File: config.mk
export PLATFORM = sky130hd
export DESIGN_NAME = rsa_ctrl_flat
export DESIGN_NICKNAME = d
export VERILOG_FILES = /design/src/rtl/rsa_ctrl_if.sv /design/src/rtl/rsa_ctrl.sv /design/src/flat_wrapper.sv
export SDC_FILE = /design/constraint.sdc
export NUM_CORES = 1
export LEC_CHECK = 0
export ABC_CLOCK_PERIOD_IN_PS = 1700
export BUFFER_PORTS_ARGS = -buffer_cell sky130_fd_sc_hd__buf_4
export CAP_MARGIN = 20
export CORE_UTILIZATION = 46
export CTS_BUF_LIST = sky130_fd_sc_hd__clkbuf_16
export CTS_CLUSTER_SIZE = 10
export DETAILED_ROUTE_END_ITERATION = 10
export GPL_ROUTABILITY_DRIVEN = 0
export GPL_TIMING_DRIVEN = 0
export PLACE_DENSITY_LB_ADDON = 0.3
export SKIP_LAST_GASP = 1
export SYNTH_ARGS = -nofsm -noshare
export SYNTH_HDL_FRONTEND = slang
export SYNTH_SLANG_ARGS = --single-unit
File: constraint.sdc
create_clock -name clk -period 1.7 [get_ports clk]
set_clock_uncertainty 0.05 [all_clocks]
set_input_delay 0.51 -clock clk [delete_from_list [all_inputs] [get_ports clk]]
set_output_delay 0.51 -clock clk [all_outputs]
set_load 0.01 [all_outputs]
File: src/rtl/rsa_ctrl_if.sv
// Handshake and datapath-control bundle between the RSA controller and its
// requester/datapath; signal names match the controller's documented ports.
interface rsa_ctrl_if #(
  parameter int W = 6
);
  logic         start;
  logic [W-1:0] c_in;
  logic [W-1:0] n_in;
  logic         dp_done;
  logic         load_b;
  logic         load_n;
  logic         load_c;
  logic         load_r;
  logic         s;
  logic         preset;
  logic         busy;
  logic         valid;
  logic         err;

  modport slave (
    input  start, c_in, n_in, dp_done,
    output load_b, load_n, load_c, load_r, s, preset, busy, valid, err
  );

  modport master (
    output start, c_in, n_in, dp_done,
    input  load_b, load_n, load_c, load_r, s, preset, busy, valid, err
  );
endinterface

File: src/rtl/rsa_ctrl.sv
// Moore sequencer for a square-and-multiply modular exponentiation datapath,
// with operand rejection and a saturating MUL-phase timeout.
module rsa_ctrl #(
  parameter int W   = 6,
  parameter int TMO = 70
) (
  input  logic       clk,
  input  logic       rst,
  rsa_ctrl_if.slave  bus
);
  localparam int CW = $clog2(TMO + 1);
  localparam logic [CW-1:0] TMO_LAST = CW'(TMO - 1);
  localparam logic [CW-1:0] TMO_MAX  = CW'(TMO);

  localparam logic [2:0] S_IDLE  = 3'd0;
  localparam logic [2:0] S_LOAD  = 3'd1;
  localparam logic [2:0] S_PRE   = 3'd2;
  localparam logic [2:0] S_SQ    = 3'd3;
  localparam logic [2:0] S_MUL   = 3'd4;
  localparam logic [2:0] S_STORE = 3'd5;
  localparam logic [2:0] S_FIN   = 3'd6;
  localparam logic [2:0] S_ERR   = 3'd7;

  logic [2:0]    state_q, state_d;
  logic [CW-1:0] tmo_q, tmo_d;
  logic          bad_operands;

  // Exponent or modulus below 2 makes the exponentiation meaningless.
  assign bad_operands = (bus.n_in < W'(2)) || (bus.c_in < W'(2));

  always_comb begin
    state_d = state_q;
    tmo_d   = tmo_q;
    case (state_q)
      S_IDLE: begin
        if (bus.start) state_d = bad_operands ? S_ERR : S_LOAD;
      end
      S_LOAD:  state_d = S_PRE;
      S_PRE:   state_d = S_SQ;
      S_SQ: begin
        state_d = S_MUL;
        tmo_d   = '0;
      end
      S_MUL: begin
        // Completion beats the timeout when both land on the last cycle.
        if (bus.dp_done) begin
          state_d = S_STORE;
        end else begin
          if (tmo_q != TMO_MAX) tmo_d = tmo_q + 1'b1;
          if (tmo_q >= TMO_LAST) state_d = S_ERR;
        end
      end
      S_STORE: state_d = S_FIN;
      S_FIN:   state_d = S_IDLE;
      S_ERR:   state_d = S_IDLE;
      default: state_d = S_IDLE;
    endcase
  end

  always_ff @(posedge clk) begin
    if (!rst) begin
      state_q <= S_IDLE;
      tmo_q   <= '0;
    end else begin
      state_q <= state_d;
      tmo_q   <= tmo_d;
    end
  end

  assign bus.load_b = (state_q == S_LOAD);
  assign bus.load_n = (state_q == S_LOAD);
  assign bus.load_c = (state_q == S_LOAD);
  assign bus.preset = (state_q == S_PRE);
  assign bus.s      = (state_q == S_MUL) || (state_q == S_STORE);
  assign bus.load_r = (state_q == S_STORE);
  assign bus.valid  = (state_q == S_FIN);
  assign bus.err    = (state_q == S_ERR);
  assign bus.busy   = (state_q != S_IDLE);
endmodule

File: src/flat_wrapper.sv
// flat-port wrapper written by rule: the top's interface ports become plain ports
module rsa_ctrl_flat 
#(
  parameter int W   = 6,
  parameter int TMO = 70
)
  (clk, rst, bus_start, bus_c_in, bus_n_in, bus_dp_done, bus_load_b, bus_load_n, bus_load_c, bus_load_r, bus_s, bus_preset, bus_busy, bus_valid, bus_err);
  rsa_ctrl_if #(.W(W)) bus_i ();
  input  logic clk;
  input  logic rst;
  input wire logic [$bits(bus_i.start)-1:0] bus_start;
  input wire logic [$bits(bus_i.c_in)-1:0] bus_c_in;
  input wire logic [$bits(bus_i.n_in)-1:0] bus_n_in;
  input wire logic [$bits(bus_i.dp_done)-1:0] bus_dp_done;
  output wire logic [$bits(bus_i.load_b)-1:0] bus_load_b;
  output wire logic [$bits(bus_i.load_n)-1:0] bus_load_n;
  output wire logic [$bits(bus_i.load_c)-1:0] bus_load_c;
  output wire logic [$bits(bus_i.load_r)-1:0] bus_load_r;
  output wire logic [$bits(bus_i.s)-1:0] bus_s;
  output wire logic [$bits(bus_i.preset)-1:0] bus_preset;
  output wire logic [$bits(bus_i.busy)-1:0] bus_busy;
  output wire logic [$bits(bus_i.valid)-1:0] bus_valid;
  output wire logic [$bits(bus_i.err)-1:0] bus_err;
  assign bus_i.start = bus_start;
  assign bus_i.c_in = bus_c_in;
  assign bus_i.n_in = bus_n_in;
  assign bus_i.dp_done = bus_dp_done;
  assign bus_load_b = bus_i.load_b;
  assign bus_load_n = bus_i.load_n;
  assign bus_load_c = bus_i.load_c;
  assign bus_load_r = bus_i.load_r;
  assign bus_s = bus_i.s;
  assign bus_preset = bus_i.preset;
  assign bus_busy = bus_i.busy;
  assign bus_valid = bus_i.valid;
  assign bus_err = bus_i.err;
  rsa_ctrl #(.W(W), .TMO(TMO)) u_core (.clk(clk), .rst(rst), .bus(bus_i));
endmodule
* After elaboration in Yosys (flattened, before gate mapping) *
Cells that the tools add are included.

storage, ports and cells
  word-level logic and storage cells = 34
  bits in registers = 10

cells by class
  reductions and logical operators = 8
  eq/ne operators = 12
  order comparisons = 3
  add/sub/neg operators = 1
  muxes and demuxes = 8

operators with widths
  kind                                                 count
  case mux 3 bit (7 select lines)                      1
  2-to-1 mux 7 bit                                     2
  case mux 7 bit (2 select lines)                      1
  equality test 3 bit, second input constant           4
  < comparator 6 x 2 -> 1 bit, second input constant   2
  2-to-1 mux 3 bit                                     4
  adder 7 x 1 -> 7 bit, second input constant          1
  >= comparator 7 bit, second input constant           1
  != test 7 bit, second input constant                 1
  equality test 3 x 2 -> 1 bit, second input constant  2
  != test 2 bit, second input constant                 2
  equality test 3 x 1 -> 1 bit, second input constant  1
  zero test 3 bit                                      1
  != test 3 x 2 -> 1 bit, second input constant        1
  AND reduction 3 bit                                  1
  nonzero test 3 bit                                   1
  logical OR 1 bit                                     2
  != test 2 x 1 -> 1 bit, second input constant        1
  AND reduction 2 bit                                  1
  nonzero test 2 bit                                   1
  OR reduction 2 bit                                   1

* Logic depth before layout (Yosys ltp) *
  depth after elaboration = 5
  depth in mapped cells = 6
  mapped depth without buffers = 6

* Least setup slack after synthesis *
No wires, ideal clock.

  kind = register to output
  start point = register u_core.state_q[0]
  end point = output bus_load_c
  cell stages (with the launch flop) = 4
  buffers on the path = 2
  data arrival time = 1.299 ns
  setup slack = -0.159 ns
  cell sequence = dfxtp_1 clkbuf_1 nor3b_1 buf_4

between the ends
  word-level cells in the longest chain between the ends = 1

ends and longest elaborated chain
  what                          RTL line            source
  start, declared               rsa_ctrl.sv:24      logic [2:0] state_q, state_d;
  start signal, assigned        rsa_ctrl.sv:65      state_q <= state_d;
  equality test 3 x 1 -> 1 bit  -
  end, declared                 flat_wrapper.sv:17  output wire logic [$bits(bus_i.load_c)-1:0] bus_load_c;

Every way passes these cells.

* Worst setup path after layout *
  start point = register u_core.state_q[0]
  end point = output bus_busy

between the ends
  word-level cells in the longest chain between the ends = 1

ends and longest elaborated chain
  what                RTL line            source
  nonzero test 3 bit  rsa_ctrl.sv:78      assign bus.busy = (state_q != S_IDLE);
  end, declared       flat_wrapper.sv:21  output wire logic [$bits(bus_i.busy)-1:0] bus_busy;

Every way passes these cells.

==> summary by stage <==
Outcome
The run finished, with violations left. The final reports fail on setup timing.

Place
The HPWL after detailed placement is 983 um. Input and output buffers added on the ports amount to 22. The instance count after placement with tap cells included is 113.

Once placement finished, the instance area stood at 827 um2.

Final layout
The count of cells in the finished layout, fillers not included, comes to 126. The ratio of cells with drive above 1 in the final layout is 0.468. The total inserted antenna cells is 0.

The count of nets after finishing is 131. The cell area after layout is 1060 um2. Fill cells in the final layout number 77. The layout overhead on the synthesized area is 66.5%.

Global route
The first global-routing pass estimated 2670 um of wire. Entering global routing, the biggest net connects 8 pins. The via count of the first global-routing pass was 599. The number of antenna violations at the first check in global routing is 0. For this run the aggregate overflow at the end of global routing stands at 0. The total track usage is 0.260.

Run
The number of max-cap violations is 0.

Worst setup path
The critical path required time is 1140 ps. STA classifies the critical path startpoint as a flop. The worst register-to-register path has a setup slack of 40 ps. The critical setup path kind is flop to primary output. The worst-path maximum fanout is 5.

Traced cell by cell, the critical path runs through buf_8, or3_1, buf_6. The worst endpoint data arrival time is 1210 ps. The standard cell with the maximum stage delay on the critical path is sky130_fd_sc_hd__or3_1. The largest stage delay on the critical path is 370 ps.

STA classifies the critical path endpoint as a primary output.

Timing
Counting I/O delays and the setup requirement, the final critical path takes 1770 ps. The hold violation total from the final report was 0. The count of pins over their slew limit was 0. Setup violations remaining at the end of the flow were counted as 3. Measured against its own limit, the worst slew margin works out to 0.715. Across all hold checks on the routed design, the worst slack comes to 468 ps. Setup repair after global routing could not meet its margin everywhere.

Of the available clock period, the critical path in the final layout requires 1.04. Derived from the worst setup path, the maximum achievable clock frequency is 564 MHz. The slew at the pin with the worst max-slew slack is 426 ps. The minimum setup slack in the final design is -73.7 ps.

The post-route setup TNS is -88.8 ps.

Routing
For this block, the via count after detailed routing is 697. Dividing the detail-routed wire length by the instance count gives 15.5 um. The number of nets with antenna violations after routing is 0.

The DRC violation count after routing is 0. After the first detailed-routing iteration, the DRC count stood at 17. Dividing the detail-routed via count by the number of cells gives 5.53. Wires add up to 1950 um.

The first TritonRoute pass finished after 5 iterations.

CTS
The number of sinks on the clock net is 10. The maximum buffer depth of the clock tree is 2. The clock-pin slew on the worst setup and hold paths is 40 ps.

The total CTS buffers is 3. TritonCTS built the clock tree. The clock network latency to the later pin of the worst-skew pair is 240 ps. The root buffer cell chosen for the clock tree is sky130_fd_sc_hd__clkbuf_16.

CTS built an H-tree with a depth of 1.

Synth
After synthesis, the mean cell area works out to 8.40 um2. The largest area contributor in the synthesized netlist is sky130_fd_sc_hd__dfxtp_1. Counting flops and latches in the post-synthesis netlist gives 10. During synthesis, Yosys emitted a total of 0 warnings. Of the post-synthesis cell area, the dominant cell type holds 0.314. The register area share after synthesis is 0.314. For this run, the leading register cell type out of synthesis is sky130_fd_sc_hd__dfxtp_1.

The gate count of the mapped netlist is 76. The share of flip-flops with an asynchronous set or reset is 0. The cell area that synthesis handed to floorplanning was 638 um2. Sorting the synthesized cells by area gives the leading types as sky130_fd_sc_hd__dfxtp_1 31%, sky130_fd_sc_hd__xor2_1 6.9%, sky130_fd_sc_hd__and3_1 5.9%. The number of different library cells in the post-synthesis netlist is 30.

The synthesized netlist net count is 95. In this run, synthesis inferred 0 flip-flops with an integrated enable.

Floorplanning
The number of cell rows is 13. The floorplan step set the die width to 39.2 um. In this run the vertical extent of the chip is 39.2 um. During I/O placement, the number of pins put on the boundary was 25. The floorplan step defined a core boundary enclosing 1300 um2. The starting density of the core is 0.490. The area of the die is 1540 um2.

Power
IR analysis of the VDD net gives a maximum drop of 0.688 mV. Of the total power, combinational logic draws 0.255. Of the total power, the share spent switching nets is 0.253. In this run the static leakage power is 0.475 nW.

The power density over the cells is 872 nW/um2. The portion of total power attributed to the clock network is 0.469. Summed over all nets, the switching power comes to 234 uW. The internal cell power is 692 uW.

The share of power burned in registers is 0.277.

Hold path
The min-delay analysis places its worst path in the category input port to flop.
logic make-up after synthesis:
group	share of synthesized area
and+or+nand+nor	0.341
xor gates and xnor gates	0.0686
buffers and inverters	0.0608
DFF	0.314
adders and majority gates	0.0588
AOI/OAI and AO/OA	0.157
synth_stat cells (2+ instances only):
library cell	n
sky130_fd_sc_hd__inv_1	3
sky130_fd_sc_hd__o21a_1	2
sky130_fd_sc_hd__a21oi_1	2
sky130_fd_sc_hd__ha_1	3
sky130_fd_sc_hd__clkbuf_1	2
sky130_fd_sc_hd__dfxtp_1	10
sky130_fd_sc_hd__nand2_1	3
sky130_fd_sc_hd__nor3_1	4
sky130_fd_sc_hd__buf_4	2
sky130_fd_sc_hd__nor3b_1	2
sky130_fd_sc_hd__nor2b_1	2
sky130_fd_sc_hd__o21ai_0	3
sky130_fd_sc_hd__nor2_1	9
sky130_fd_sc_hd__o211ai_1	2
sky130_fd_sc_hd__nand4_1	3
sky130_fd_sc_hd__and3_1	6
sky130_fd_sc_hd__xor2_1	5
metrics by stage:
stage | total power, mW | utilization | worst slack [ps]
2_1_floorplan | 0.335 | - | 10.3
3_3_place_gp | 0.398 | 0.636 | -64.7
3_5_place_dp | 0.403 | 0.636 | -119
4_1_cts | 0.880 | 0.781 | -62.6
5_1_grt | 0.952 | 0.816 | -81.7
6_report | 0.926 | 0.816 | -73.7
placed cells by master, fill, tap and decap left out, drive strengths merged:
cell type	netlist	routed
clkbuf	2	3
o31a	1	1
dfxtp	10	10
xor2	5	5
a21bo	1	1
nand2	3	3
a21oi	2	2
and2	1	1
o21a	2	2
or3	2	2
nor3b	2	2
nand3	1	1
nor2b	2	2
buf	3	36
ha	3	3
a32oi	1	1
a211o	1	1
o21ai	4	4
clkinv	0	1
nand3b	1	1
o211ai	2	2
nor3	4	4
nor4b	2	2
inv	3	3
and3	6	6
nor2	9	9
nand4	3	3
area by class of cell:
cell class	count	area [um2]	share of cell area
buffer	4	41.3	0.0389
multi-input combinational	58	434	0.409
timing repair buffer	32	267	0.251
clock buffer	3	75.1	0.0707
sequential	10	211	0.199
tap	15	18.8	0.0177
clock inverter	1	3.75	0.00353
inverter	3	11.3	0.0106
per-layer routing:
layer / track usage / share of wire / vias to the layer above
met2: 0.413 / 0.50 / 21
met3: 0.0520 / 0.035 / 2
met4: 0.0862 / 0.0031 / 0
li1: - / - / 344
met5: 0 / 0 / -
met1: 0.344 / 0.46 / 330
power groups by stage:
stage	Clock (mW)	Sequential [mW]	Combinational (mW)
global placement	0	0.257	0.142
finish	0.434	0.256	0.236
floorplan	0	0.256	0.0793
CTS	0.425	0.253	0.202
detailed placement	0	0.258	0.145
global route	0.448	0.257	0.247
worst max-delay path, delay by kind of cell, from the launching register on:
family,cells,cell delay (ps)
buffers and inverters,2,250
DFF,1,350
and+or+nand+nor,1,370
state kept, by name, summed over array words and instances (netlist names):
| name | cells |
|---|---|
| u_core.state_q | 3 |
| u_core.tmo_q | 7 |
path summary, 6_finish.rpt:
path,from,endpoint,cells past startpoint
min reg2reg,u_core.tmo_q[5],u_core.tmo_q[5],2
min,rst,u_core.tmo_q[1],2
max reg2reg,u_core.state_q[0],u_core.tmo_q[0],5
max,u_core.state_q[0],bus_busy,3
repair_timing:
action,4_1_cts,5_1_grt
setup buffers,8,2
gates cloned,0,0
hold buffers,0,0
pin swaps,1,4
setup endpoints to repair,9,7
gates resized for setup,16,13
Note: power is estimated with default switching activity, not from simulation.
